==> config.mk <==
export PLATFORM = sky130hd
export DESIGN_NAME = fire_dispatcher
export DESIGN_NICKNAME = d
export VERILOG_FILES = /design/src/rtl/gg_order_pkg.sv /design/src/rtl/rr_arbiter.sv /design/src/rtl/fire_dispatcher.sv
export SDC_FILE = /design/constraint.sdc
export NUM_CORES = 1
export LEC_CHECK = 0
export ABC_AREA = 1
export ABC_CLOCK_PERIOD_IN_PS = 14000
export BUFFER_PORTS_ARGS = -buffer_cell sky130_fd_sc_hd__clkbuf_2
export CAP_MARGIN = 20
export CORE_AREA = 3 3 374 376
export CTS_CLUSTER_SIZE = 16
export DETAILED_ROUTE_END_ITERATION = 7
export DIE_AREA = 0 0 377 379
export MAX_ROUTING_LAYER = met4
export SYNTH_ARGS = -nofsm -noshare
export SYNTH_HDL_FRONTEND = slang
export SYNTH_HIERARCHICAL = 1
export SYNTH_SLANG_ARGS = --single-unit
export TNS_END_PERCENT = 5
==> constraint.sdc <==
create_clock -name clk -period 14 [get_ports clk]
set_input_delay 0.7 -clock clk [delete_from_list [all_inputs] [get_ports clk]]
set_output_delay 0.7 -clock clk [all_outputs]
set_load 0.05 [all_outputs]
==> src/rtl/gg_order_pkg.sv <==
// Shared order-path types: order request record, side encoding and default field widths.
package gg_order_pkg;

  localparam int SEQ_W_DEF = 32;
  localparam int LAT_W_DEF = 16;
  localparam int IDX_W_DEF = 3;

  typedef enum logic {
    BUY  = 1'b0,
    SELL = 1'b1
  } side_t;

  typedef struct packed {
    logic [IDX_W_DEF-1:0] idx;
    logic [63:0]          price;
    logic [31:0]          qty;
    side_t                side;
    logic [SEQ_W_DEF-1:0] seq;
    logic [LAT_W_DEF-1:0] latency;
  } order_req_t;

endpackage

==> src/rtl/rr_arbiter.sv <==
// Combinational round-robin arbiter: first request at or after ptr, found by scanning
// a doubled request vector masked below ptr.
module rr_arbiter
  import gg_order_pkg::*;
#(
  parameter int N     = 8,
  parameter int IDX_W = $clog2(N)
) (
  input  logic [N-1:0]     req,
  input  logic [IDX_W-1:0] ptr,
  output logic [N-1:0]     gnt_onehot,
  output logic [IDX_W-1:0] gnt_idx,
  output logic             any
);

  logic [2*N-1:0] mask_s;
  logic [2*N-1:0] masked_s;
  logic           hit_s;

  // Lowest set bit of the masked double-width vector, folded back modulo N.
  always_comb begin
    mask_s   = {(2*N){1'b1}} << ptr;
    masked_s = {req, req} & mask_s;
    hit_s    = 1'b0;
    gnt_idx  = '0;
    for (int k = 0; k < 2*N; k++) begin
      if (masked_s[k] && !hit_s) begin
        hit_s   = 1'b1;
        gnt_idx = IDX_W'(k % N);
      end else begin
        hit_s = hit_s;
      end
    end
    if (hit_s) begin
      gnt_onehot = N'(1) << gnt_idx;
    end else begin
      gnt_onehot = '0;
    end
    any = hit_s;
  end

endmodule

==> src/rtl/fire_dispatcher.sv <==
// One-shot per-instrument order dispatcher: edge-detects fire, arbitrates pending lanes
// round-robin and presents template-built orders on a valid/ready interface.
module fire_dispatcher
  import gg_order_pkg::*;
#(
  parameter int MAX_INSTRUMENTS = 8,
  parameter int IDX_W           = $clog2(MAX_INSTRUMENTS),
  parameter int SEQ_W           = SEQ_W_DEF,
  parameter int LAT_W           = LAT_W_DEF
) (
  input  logic                       clk,
  input  logic                       rst,
  input  logic [MAX_INSTRUMENTS-1:0] fire,
  input  logic [MAX_INSTRUMENTS-1:0] enable,
  input  logic [MAX_INSTRUMENTS-1:0] rearm,
  input  logic [63:0]                price_tmpl [MAX_INSTRUMENTS],
  input  logic [31:0]                qty_tmpl   [MAX_INSTRUMENTS],
  input  logic [MAX_INSTRUMENTS-1:0] side_tmpl,
  output logic                       order_valid,
  input  logic                       order_ready,
  output logic [IDX_W-1:0]           order_idx,
  output logic [63:0]                order_price,
  output logic [31:0]                order_qty,
  output logic                       order_side,
  output logic [SEQ_W-1:0]           order_seq,
  output logic [LAT_W-1:0]           order_latency,
  output logic [MAX_INSTRUMENTS-1:0] sent,
  output logic [MAX_INSTRUMENTS-1:0] pending_o
);

  localparam int N = MAX_INSTRUMENTS;

  logic [N-1:0]     fire_q_r;
  logic [N-1:0]     pending_r;
  logic [LAT_W-1:0] lat_r [N];
  logic [IDX_W-1:0] ptr_r;
  logic [SEQ_W-1:0] seq_r;

  logic [N-1:0]     rise_s;
  logic [N-1:0]     set_s;
  logic             accept_s;
  logic             slot_free_s;
  logic             grant_s;
  logic [SEQ_W-1:0] seq_next_s;
  logic [N-1:0]     gnt_onehot_s;
  logic [IDX_W-1:0] gnt_idx_s;
  logic             any_s;

  rr_arbiter #(.N(N), .IDX_W(IDX_W)) u_arb (
    .req        (pending_r),
    .ptr        (ptr_r),
    .gnt_onehot (gnt_onehot_s),
    .gnt_idx    (gnt_idx_s),
    .any        (any_s)
  );

  // Rearm suppresses a coincident rise; a back-to-back grant takes the post-accept sequence.
  always_comb begin
    rise_s      = fire & ~fire_q_r;
    set_s       = rise_s & enable & ~sent & ~pending_r & ~rearm;
    accept_s    = order_valid & order_ready;
    slot_free_s = ~order_valid | order_ready;
    grant_s     = any_s & slot_free_s;
    seq_next_s  = accept_s ? (seq_r + SEQ_W'(1)) : seq_r;
  end

  // Per-lane state: fire history, pending, sent and saturating latency.
  always_ff @(posedge clk or posedge rst) begin
    if (rst) begin
      fire_q_r  <= '0;
      pending_r <= '0;
      sent      <= '0;
      for (int i = 0; i < N; i++) lat_r[i] <= '0;
    end else begin
      fire_q_r <= fire;
      for (int i = 0; i < N; i++) begin
        if (rearm[i]) begin
          pending_r[i] <= 1'b0;
          lat_r[i]     <= '0;
        end else if (set_s[i]) begin
          pending_r[i] <= 1'b1;
          lat_r[i]     <= '0;
        end else begin
          if (grant_s && gnt_onehot_s[i]) pending_r[i] <= 1'b0;
          if (pending_r[i] && (lat_r[i] != {LAT_W{1'b1}})) lat_r[i] <= lat_r[i] + LAT_W'(1);
        end
        if (rearm[i]) begin
          sent[i] <= 1'b0;
        end else if (accept_s && (order_idx == IDX_W'(i))) begin
          sent[i] <= 1'b1;
        end
      end
    end
  end

  // Output slot, sequence counter and round-robin pointer.
  always_ff @(posedge clk or posedge rst) begin
    if (rst) begin
      order_valid   <= 1'b0;
      order_idx     <= '0;
      order_price   <= '0;
      order_qty     <= '0;
      order_side    <= 1'b0;
      order_seq     <= '0;
      order_latency <= '0;
      ptr_r         <= '0;
      seq_r         <= '0;
    end else begin
      seq_r <= seq_next_s;
      if (grant_s) begin
        order_valid   <= 1'b1;
        order_idx     <= gnt_idx_s;
        order_price   <= price_tmpl[gnt_idx_s];
        order_qty     <= qty_tmpl[gnt_idx_s];
        order_side    <= side_tmpl[gnt_idx_s];
        order_seq     <= seq_next_s;
        order_latency <= lat_r[gnt_idx_s];
        ptr_r         <= (gnt_idx_s == IDX_W'(N-1)) ? '0 : gnt_idx_s + IDX_W'(1);
      end else if (accept_s) begin
        order_valid <= 1'b0;
      end
    end
  end

  assign pending_o = pending_r;

endmodule

# [After elaboration in Yosys (flattened, before gate mapping)]
# Cells that the tools add are included.
[totals] regBits=336 latch_bits=0 mem_bits_rw=0 romBits=0 input_bits=803 output_inout_bits=165 word_cells=270 memories=0
[op_classes] add_sub_neg=10 n_mul=0 n_div=0 order_cmp=2 n_eq_ne=16 n_shift=2 muxes=111 bitwise=15 reduce_logical=80
[op_table] cell="two-way mux 16 bit" n=26
[op_table] cell="binary-select mux 64 bit (select 3 bit)" n=1
[op_table] cell="adder 16 x 1 -> 16 bit (second input constant)" n=8
[op_table] cell="two-way mux 64 bit" n=2
[op_table] cell="!= test 16 bit (second input constant)" n=8
[op_table] cell="binary-select mux 32 bit (select 3 bit)" n=1
[op_table] cell="two-way mux 32 bit" n=3
[op_table] cell="two-way mux 1 bit" n=60
[op_table] cell="binary-select mux 16 bit (select 3 bit)" n=1
[op_table] cell="nonzero test 3 bit" n=16
[op_table] cell="AND 8 bit" n=5
[op_table] cell="logical AND 1 bit" n=39
[op_table] cell="two-way mux 3 bit" n=13
[op_table] cell="adder 32 x 1 -> 32 bit (second input constant)" n=1
[op_table] cell="NOT 8 bit" n=4
[op_table] cell="nonzero test 2 bit" n=9
[op_table] cell="AND 16 bit" n=1
[op_table] cell="<< shifter 16 x 3 -> 16 bit (first input constant)" n=1
[op_table] cell="equality test 3 bit (second input constant)" n=5
[op_table] cell="zero test 1 bit" n=15
[op_table] cell="two-way mux 8 bit" n=1
[op_table] cell="<< shifter 1 x 3 -> 8 bit (first input constant)" n=1
[op_table] cell="equality test 3 x 2 -> 1 bit (second input constant)" n=2
[op_table] cell="greater-or-equal comparator 4 bit (second input constant)" n=1
[op_table] cell="other kinds (10)" n=12

# [Logic depth before layout (Yosys ltp)]
# Gate-level depths: netlist of run 1.
[logic_depth] ltp_word=54 ltp_mapped=20 depth_no_buf=18

# [Modules after synthesis]
# Netlist of run 1, hierarchy kept.
[by_module_without_submodules] module="fire_dispatcher" n_inst=1 cells_each=3567 area_each_um2=23193.5 seq_area_each_um2=8408.1
[by_module_without_submodules] module="rr_arbiter" n_inst=1 cells_each=72 area_each_um2=406.6 seq_area_each_um2=0.0

# [Worst setup path before layout of run 1]
# OpenSTA, ideal clock, no wires.
[synth_timing] kind="reg-to-reg" from="reg pending_r[0] (netlist: pending_o[0])" to="reg order_latency[1]" t_arrival_ps=2683 required_ps=13875 slack_ps=11191 path_stages_with_launch=20 path_buffers=4 period_less_slack_ps=2809 path_cell_list="dfrtp_1 inv_2 nor2_1 nand2_1 nand2_1 nor2_4 nand4_2 nor2_4 nand4_4 nor2_1 nor2_1 nand2_4 buf_4 buf_4 buf_4 buf_2 o21ai_0 nand2_1 nand2_1 nand3_1"
[synth_between] elab_chain_len=51 word_cells_on_any_way=67 classes_between="34 x mux; 3 x bitwise; 30 x reduce/logical"
[synth_lines] element="start, declared" line_no="fire_dispatcher.sv:34" rtl="logic [N-1:0] pending_r;"
[synth_lines] element="start signal, assigned" line_no="fire_dispatcher.sv:71" rtl="pending_r <= '0;"
[synth_lines] element="start signal, assigned by index" line_no="fire_dispatcher.sv:78" rtl="pending_r[i] <= 1'b0;"
[synth_lines] element="start signal, assigned by index" line_no="fire_dispatcher.sv:81" rtl="pending_r[i] <= 1'b1;"
[synth_lines] element="AND 16 bit (*)" line_no="rr_arbiter.sv:23" rtl="masked_s = {req, req} & mask_s;"
[synth_lines] element="two-way mux 1 bit" line_no="rr_arbiter.sv:27" rtl="if (masked_s[k] && !hit_s) begin"
[synth_lines] element="zero test 1 bit" line_no="rr_arbiter.sv:27"
[synth_lines] element="logical AND 1 bit" line_no="rr_arbiter.sv:27"
[synth_lines] element="two-way mux 1 bit" line_no="rr_arbiter.sv:27"
[synth_lines] element="zero test 1 bit" line_no="rr_arbiter.sv:27"
[synth_lines] element="logical AND 1 bit" line_no="rr_arbiter.sv:27"
[synth_lines] element="two-way mux 1 bit" line_no="rr_arbiter.sv:27"
[synth_lines] element="(+35 left out)"
[synth_lines] element="two-way mux 1 bit" line_no="rr_arbiter.sv:27"
[synth_lines] element="zero test 1 bit" line_no="rr_arbiter.sv:27"
[synth_lines] element="logical AND 1 bit" line_no="rr_arbiter.sv:27"
[synth_lines] element="two-way mux 3 bit (*)" line_no="rr_arbiter.sv:27"
[synth_lines] element="net gnt_idx_s[0]" line_no="fire_dispatcher.sv:46" rtl="logic [IDX_W-1:0] gnt_idx_s;"
[synth_lines] element="NOT 3 -> 4 bit (implied by the code) (*)" line_no="fire_dispatcher.sv:117" rtl="order_latency <= lat_r[gnt_idx_s];"
[synth_lines] element="binary-select mux 16 bit (select 3 bit) (*)" line_no="fire_dispatcher.sv:117"
[synth_lines] element="two-way mux 16 bit (implied by the code) (*) (2 in a row)" line_no="fire_dispatcher.sv:117"
[synth_lines] element="end signal, assigned" line_no="fire_dispatcher.sv:117"
[synth_lines] element="end, declared" line_no="fire_dispatcher.sv:26" rtl="output logic [LAT_W-1:0] order_latency,"
# The timed path passes the listed nets; every way through them passes the cells marked *. The select of a mux whose other input is x is not followed.
# A chain may end at the register's enable or synchronous reset.

# [Final worst setup path of run 1]
[layout_timing] from="reg pending_r[4] (netlist: pending_o[4])" to="reg order_price[49]"
[layout_between] elab_chain_len=40 word_cells_on_any_way=53 classes_between="27 x mux; 3 x bitwise; 23 x reduce/logical"
[layout_lines] element="AND 16 bit (*)" line_no="rr_arbiter.sv:23"
[layout_lines] element="logical AND 1 bit" line_no="rr_arbiter.sv:27"
[layout_lines] element="two-way mux 1 bit" line_no="rr_arbiter.sv:27"
[layout_lines] element="zero test 1 bit" line_no="rr_arbiter.sv:27"
[layout_lines] element="logical AND 1 bit" line_no="rr_arbiter.sv:27"
[layout_lines] element="two-way mux 1 bit" line_no="rr_arbiter.sv:27"
[layout_lines] element="zero test 1 bit" line_no="rr_arbiter.sv:27"
[layout_lines] element="logical AND 1 bit" line_no="rr_arbiter.sv:27"
[layout_lines] element="(+24 left out)"
[layout_lines] element="two-way mux 1 bit" line_no="rr_arbiter.sv:27"
[layout_lines] element="zero test 1 bit" line_no="rr_arbiter.sv:27"
[layout_lines] element="logical AND 1 bit" line_no="rr_arbiter.sv:27"
[layout_lines] element="two-way mux 3 bit (*)" line_no="rr_arbiter.sv:27"
[layout_lines] element="net gnt_idx_s[1]" line_no="fire_dispatcher.sv:46"
[layout_lines] element="NOT 3 -> 4 bit (implied by the code) (*)" line_no="fire_dispatcher.sv:113" rtl="order_price <= price_tmpl[gnt_idx_s];"
[layout_lines] element="binary-select mux 64 bit (select 3 bit) (*)" line_no="fire_dispatcher.sv:113"
[layout_lines] element="two-way mux 64 bit (implied by the code) (*) (2 in a row)" line_no="fire_dispatcher.sv:113"
[layout_lines] element="end signal, assigned" line_no="fire_dispatcher.sv:113"
[layout_lines] element="end, declared" line_no="fire_dispatcher.sv:22" rtl="output logic [63:0] order_price,"
# Marked as above.

==> impl_results.md, run 1 <==
- Outcome: complete, no violations
- Worst skew pair latency: 0.65 ns
- Fill count: 15614
- First-pass GRT wire length: 215 mm
- Most common cell after layout, fill and taps aside: clkbuf_2
- TritonCTS Buffers: 48
- Share of layout cells above drive strength 1: 0.257
- CTS root buf: clkbuf_16
- Die Span X: 377 µm
- Layer carrying the most global-route usage: met2
- Postcts setup bufs: 0
- R2R Path Start: pending_o[4]
- Final Wtd Congestion: 1.02
- Row Count: 136
- Syn. warnings: 6
- DRT antenna net count: 0
- Number of flops mapped to enable cells by yosys: 0
- Final setup TNS: 0 ns
- Post-CTS Hold Buffers: 0
- # IOs: approximately 970
- P_leak: 15.3 nW
- Post-synth ARST share: 1.00
- TritonCTS clock tree: built
- R2R depth: 14
- Vias per inst: 4.72
- Yosys cell types: 48
- Initial antenna violation count: 74
- Startpoint types: register
- Initial Utilization: 0.172
- Routed len/inst: 25.0 µm
- Crit path from: pending_o[4]
- Pwr Density: 191 nW/µm²
- Pwr Total: 6.10 mW
- Clock Skews: 0.0291 ns
- DR iter-0 viols: 3229
- Worst setup path endpoint: order_price[49]
- Clock sinks: 336
- Worst hold path type: in -> async
- Syn nets: roughly 4500
- Max-slew violations: 0
- Hold Fails Final Rpt: 0
- First drt pass iteration count: 7
- Mapped cell area: 23600 µm²
- Total die area: 143000 µm²
- Area of the multi-input gates: 13400 µm²
- Worst Path Required: 14.57 ns
- Worst Setup End Kind: register
- Overall Global Routing Usage: 0.217
- GR met1 Demand/Resource: 0.281
- Register area: 8410 µm²
- Vias: 29923
- Leading cell types in the layout, fill and taps excluded: clkbuf_2 (967), nand2_1 (883), nor2_1 (649), o21ai_0 (509), dfrtp_1 (336)
- Global route overflow: 0
- Pin count of the biggest net entering global routing: 201
- Drc violations: 0
- R2R Setup Slk: 8.89 ns
- Slew @ Worst Pin: 1.42 ns
- Seq/Total Area, Yosys: 0.356
- Layout area overhead: 35.1%
- Maximum fanout along the worst path: 83
- Gate Count Post-Synth: roughly 3600
- Max Clock Freq: 0.196 GHz
- Final Cycle Share: 0.365
- Top FF cell, synth: dfrtp_1
- Grt met2 use: 0.318
- Syn Area/Cell: 6.49 µm²
- IO Port Bufs: 967
- Final net count: 5284
- Post-cts resize count: 0
- RSZ-0062 raised after global routing: no
- Kind of critical path: reg -> reg
- Critical R2R Capture: order_price[49]
- Shortest period the worst path allows: 5.11 ns
- HPWL Detailed: around 130 mm
- Max cap viols: 0
- CP Data Arrival Time: between 5 and 6 ns
- CTS Buffer Depth: 3
- Relative slew slack: 0.0512
- Vias in the first global route: 28052
- Endpoints failing setup: 0
- Area of the core: ~140000 µm²
- H-tree depth: 2
- Die height: 379 µm
- Reg clk slew, reported paths: approximately 0.060 ns
- Drt total wl: 159 mm
- Synthesis-stage register bit count: 336
- VDD IR-drop max: 0.000128 V
- Met3 usage: 0.0658
==> metal layers <==
layer  part of all wire  up-vias
met3              0.094      263
met2               0.43     1526
met4              0.038        0
li1                   -    13845
met5                  0        -
met1               0.44    14289
==> worst max-delay path, cell delays in order (launching register included) <==
cell and delay, ns:
dfrtp_1 0.70, o21ai_1 0.27, nand4_2 0.20, nor2_4 0.06, nand4_4 0.11, nor2_1 0.07
nor2_1 0.41, nand2_8 0.36, inv_8 0.46, buf_4 0.65, buf_4 0.72, o21ai_0 0.20
o22ai_1 0.22, nand2_1 0.19, nand3_1 0.15
==> logic make-up (layout without fill, tap and decap cells) <==
family / count (synthesis) / after routing / synth area share
buf+inv: 436 / 1304 / 0.0764
flops: 336 / 336 / 0.356
simple gates: 1983 / 1983 / 0.355
other cells: 0 / 45 / 0
xor+xnor: 37 / 37 / 0.0140
fa+ha+maj: 11 / 11 / 0.00583
compound gates: 836 / 836 / 0.192
==> state kept, by name (all words and copies together), names as in the netlist <==
register	cells
fire_q_r	8
lat_r	128
order_idx	3
order_latency	16
order_price	64
order_qty	32
order_seq	32
order_side	1
order_valid	1
pending_o	8
ptr_r	3
sent	8
seq_r	32
==> power by group <==
| group | internal, mW | switching (mW) | total, mW |
|---|---|---|---|
| sequential | 1.18 | 0.186 | 1.36 |
| clock | 0.860 | 0.547 | 1.41 |
| combinational | 0.764 | 2.57 | 3.33 |
==> layout make-up <==
type / count / share of cell area
tap: 1794 / 0.0704
antenna: 45 / 0.00353
timing repair buffer: 991 / 0.158
clock inverter: 24 / 0.0134
multi-input combinational: 2867 / 0.421
sequential: 336 / 0.264
inverter: 226 / 0.0277
clock buffer: 63 / 0.0420
==> how the worst min path moves through the flow <==
stage                       start  slack (ns)              end
floorplan                ptr_r[0]        0.47         ptr_r[0]
global placement     order_seq[2]        0.47     order_seq[2]
detailed placement  order_seq[19]        0.47    order_seq[19]
CTS                       fire[3]        0.12      fire_q_r[3]
global route              fire[7]        0.14      fire_q_r[7]
finish                        rst        0.18  order_price[27]
==> stage by stage <==
step / setup slack (ns) / cell area [µm²] / cells / hold slack, ns / util
after floorplan: 3.99 / 23600 / 3639 / 0.475 / -
after global placement: 8.83 / 30000 / 6213 / 0.466 / 0.219
after detailed placement: 8.96 / 30000 / 6214 / 0.465 / 0.219
after CTS: 8.96 / 31800 / 6301 / 0.120 / 0.232
after global routing: 8.58 / 31900 / 6338 / 0.141 / 0.232
final: 8.89 / 31900 / 6346 / 0.181 / 0.232
==> synthesized netlist by cell type (3+ instances only) <==
cell type	number	area [µm²]
o22ai_1	195	1220
clkbuf_1	110	413
nor2_4	12	135
buf_6	4	45.0
xnor2_1	4	35.0
nand2_4	7	78.8
xor2_1	32	280
dfrtp_1	336	8410
a21oi_1	97	485
nor3_1	21	105
o21ai_4	3	48.8
buf_2	79	395
and2_1	10	62.6
buf_4	8	60.1
nand3b_1	5	37.5
o21ai_1	9	45.0
o31ai_1	3	22.5
o21bai_1	4	30.0
nand3_2	5	50.1
clkinv_1	3	11.3
nor2_2	10	62.6
nand2_1	884	3320
inv_1	209	785
inv_2	12	45.0
buf_1	7	26.3
ha_1	11	138
a21oi_2	4	35.0
nand4_1	62	388
nand2_2	15	93.8
o21ai_2	6	52.6
nand3_1	292	1460
nor2_8	3	60.1
nor2_1	649	2440
o21ai_0	509	2550
Note: power is estimated with default switching activity, not from simulation.
==> run 2, diff against run 1 <==
--- a/config.mk
+++ b/config.mk
@@ -5,14 +5,14 @@
 export SDC_FILE = /design/constraint.sdc
 export NUM_CORES = 1
 export LEC_CHECK = 0
-export ABC_AREA = 1
-export ABC_CLOCK_PERIOD_IN_PS = 14000
+export ABC_AREA = 0
+export ABC_CLOCK_PERIOD_IN_PS = 4900
 export BUFFER_PORTS_ARGS = -buffer_cell sky130_fd_sc_hd__clkbuf_2
 export CAP_MARGIN = 20
-export CORE_AREA = 3 3 374 376
+export CORE_AREA = 3 3 377 379
 export CTS_CLUSTER_SIZE = 16
 export DETAILED_ROUTE_END_ITERATION = 7
-export DIE_AREA = 0 0 377 379
+export DIE_AREA = 0 0 380 382
 export MAX_ROUTING_LAYER = met4
 export SYNTH_ARGS = -nofsm -noshare
 export SYNTH_HDL_FRONTEND = slang
==> constraint.sdc (replaced) <==
create_clock -name clk -period 4.9 [get_ports clk]
set_input_delay 0.245 -clock clk [delete_from_list [all_inputs] [get_ports clk]]
set_output_delay 0.245 -clock clk [all_outputs]
set_load 0.05 [all_outputs]
==> run 2 against run 1 <==
Sequential power increased to 2.8 times the previous value. Fmax increased by 39%. Design area decreased by 2.1%. Core utilization decreased by 0.82 points. Die area increased by 1.6%. Sequential share of layout area increased by 0.57 points. Global-route usage decreased by 2.0 points. Critical path depth decreased by 5. Critical endpoint is now order_price[15]. Highest routed layer unchanged.
==> impl_results.md, run 2 <==
- Max cap viols: 0 (unchanged)
- Max-slew violations: 0 (unchanged)
- Slew @ Worst Pin: 1.10 ns (was 1.42 ns)
- Largest register FFs: 128 (unchanged)
- Area of the multi-input gates: 13000 µm² (was 13400 µm²)
- Outcome: complete, no violations (unchanged)
- Number of flops mapped to enable cells by yosys: 0 (unchanged)
- P_leak: 13.4 nW (was 15.3 nW)
- Synthesis-stage register bit count: 336 (unchanged)
- # IOs: 968 (unchanged)
- Most frequent cell after synthesis: dfrtp_1 (was nand2_1)
- Global route overflow: 0 (unchanged)
- Seq/Total Area, Yosys: 0.381 (was 0.356)
- Final Wtd Congestion: 1.04 (was 1.02)
- Top FF cell, synth: dfrtp_1 (unchanged)
- Top cells by area, synth: dfrtp_1 (38%), mux4_2 (23%), mux2i_1 (6.2%) (was dfrtp_1 (36%), nand2_1 (14%), o21ai_0 (11%))
- Syn. warnings: 6 (unchanged)
- Pwr Density: 482 nW/µm² (was 191 nW/µm²)
- Post-synth ARST share: 1.00 (unchanged)
- Worst Setup End Kind: register (unchanged)
- RSZ-0062 raised after global routing: no (unchanged)
- Vias in the first global route: 21892 (was 28052)
- Drc violations: 0 (unchanged)
- Final net count: 3764 (was 5284)
- Routed len/inst: 29.2 µm (was 25.0 µm)
- Kind of critical path: reg -> reg (unchanged)
- Leading area contributor after synthesis: dfrtp_1 (unchanged)
- Synth top area share: 0.381 (was 0.356)
- Final worst slack: 1.22 ns (was 8.89 ns)
- H-tree depth: 2 (unchanged)
- Placed Area: 29200 µm² (was 30000 µm²)
- Leading cell types in the layout, fill and taps excluded: clkbuf_2 (968), dfrtp_1 (336), nand2_1 (262), mux4_2 (226), o21ai_0 (159) (was clkbuf_2 (967), nand2_1 (883), nor2_1 (649), o21ai_0 (509), dfrtp_1 (336))
- DRT antenna net count: 0 (unchanged)
- Most common cell after layout, fill and taps aside: clkbuf_2 (unchanged)
- Clock Skews: 0.0210 ns (was 0.0291 ns)
- Clock sinks: 336 (unchanged)
- Shortest period the worst path allows: 3.68 ns (was 5.11 ns)
- Worst hold path type: in -> reg (was in -> async)
- Initial Utilization: 0.158 (was 0.172)
- Share of layout cells above drive strength 1: 0.456 (was 0.257)
- Overall Global Routing Usage: 0.197 (was 0.217)
- Yosys cell types: 73 (was 48)
- TritonCTS clock tree: built (unchanged)
- Maximum fanout along the worst path: 49 (was 83)
- Relative slew slack: 0.255 (was 0.0512)
- Die height: 382 µm (was 379 µm)
- TritonCTS Buffers: 45 (was 48)
- CTS Buffer Depth: 3 (unchanged)
- Most instantiated cells after synthesis: dfrtp_1 (336), nand2_1 (264), mux4_2 (226) (was nand2_1 (884), nor2_1 (649), o21ai_0 (509))
- Endpoints failing setup: 0 (unchanged)
- Fill count: 15205 (was 15614)
- VDD IR-drop max: 0.000298 V (was 0.000128 V)
- First-pass GRT wire length: 192 mm (was 215 mm)
- Total die area: 145000 µm² (was 143000 µm²)
- Biggest register: lat_r (unchanged)
- Top Registers: lat_r x128, order_price x64 (unchanged)
- Layout area overhead: 41.5% (was 35.1%)
- Worst slack, placed: 1.28 ns (was 8.96 ns)
- Register area: 8410 µm² (unchanged)
- HPWL Detailed: 123 mm (was 128 mm)
- Pin count of the biggest net entering global routing: 104 (was 201)
- Hold Fails Final Rpt: 0 (unchanged)
- Startpoint types: register (unchanged)
- Max Clock Freq: 0.272 GHz (was 0.196 GHz)
- Vias per inst: 4.67 (was 4.72)
- Drt total wl: 143 mm (was 159 mm)
- DR iter-0 viols: 2272 (was 3229)
- Final setup TNS: 0 ns (unchanged)
- IO Port Bufs: 967 (unchanged)
- Area of the core: 139000 µm² (was 137000 µm²)
- Gate Count Post-Synth: 1998 (was 3639)
- First drt pass iteration count: 6 (was 7)
- Die Span X: 380 µm (was 377 µm)
- CTS root buf: clkbuf_16 (unchanged)
- Vias: 22919 (was 29923)
- Worst Path Required: 5.40 ns (was 14.57 ns)
- Mapped cell area: 22100 µm² (was 23600 µm²)
- Worst skew pair latency: 0.62 ns (was 0.65 ns)
- CP Data Arrival Time: 4.18 ns (was 5.68 ns)
- Row Count: 137 (was 136)
- Final Cycle Share: 0.751 (was 0.365)
- Syn Area/Cell: 11.0 µm² (was 6.49 µm²)
- Syn nets: 2812 (was 4453)
- Initial antenna violation count: 96 (was 74)
- Reg clk slew, reported paths: 0.06 ns (about the same)
- Finished Cell Area: 31200 µm² (was 31900 µm²)
run 2: area by class of cell:
type / count / share of cell area
Multi-Input combinational cell: 1492 / 0.416
Sequential cell: 336 / 0.269
Timing Repair Buffer: 1032 / 0.177
Tap cell: 1876 / 0.0752
Clock buffer: 56 / 0.0403
Clock inverter: 27 / 0.0130
Inverter: 43 / 0.00553
Antenna cell: 41 / 0.00329
run 2: logic make-up after synthesis:
family	synth area share
and+or+nand+nor	0.155
adders and majority gates	0.00624
muxes	0.299
DFF	0.381
buffers and inverters	0.0309
AOI/OAI and AO/OA	0.119
xor gates and xnor gates	0.00834
run 2: power by group:
| group | switching [mW] | leakage, nW | internal, mW |
|---|---|---|---|
| clock network | 1.50 | 0.816 | 2.26 |
| logic | 4.91 | 8.20 | 2.58 |
| registers | 0.485 | 4.40 | 3.30 |
run 2: per-layer routing:
metal  global-route usage  vias up  share of wire
met5                    -        -              0
met4               0.0518        0          0.032
met3               0.0699      218           0.11
met2                0.299     1300           0.45
met1                0.248    11570           0.41
li1                     -     9831              -
run 2: worst max-delay path: stages, from the launching register on:
cell     delay [ns]
dfrtp_1        0.58
nor3_1         0.44
a31oi_1        0.15
and2_1         0.23
o31ai_4        0.40
buf_12         0.37
buf_12         0.36
mux4_2         0.62
mux2i_1        0.14
o21ai_0        0.09
run 2: path summary, 6_finish.rpt:
| path | start | endpoint | slack (ns) | depth (start not counted) |
|---|---|---|---|---|
| setup / recovery | pending_o[5] | order_price[15] | 1.22 | 9 |
| setup reg to reg | pending_o[5] | order_price[15] | 1.22 | 9 |
| hold reg to reg | order_price[36] | order_price[36] | 0.48 | 2 |
| max in group asynchronous | rst | order_qty[22] | 3.32 | 4 |
| min in group asynchronous | rst | fire_q_r[1] | 0.34 | 3 |
| hold / removal | enable[1] | pending_o[1] | 0.08 | 4 |
run 2: what timing repair did:
item | CTS | global route
resized for setup | 0 | 0
buffers inserted | 0 | 0
hold endpoints to repair | 53 | 0
hold buffers | 17 | 0
run 2: stage by stage:
step	util	power (mW)	hold WS [ns]	cells
2_1_floorplan	-	8.59	0.276	1998
3_3_place_gp	0.210	11.4	0.365	4757
3_5_place_dp	0.210	11.4	0.367	4757
4_1_cts	0.223	15.2	0.0337	4857
5_1_grt	0.224	15.8	0.0743	4897
6_report	0.224	15.0	0.0773	4903
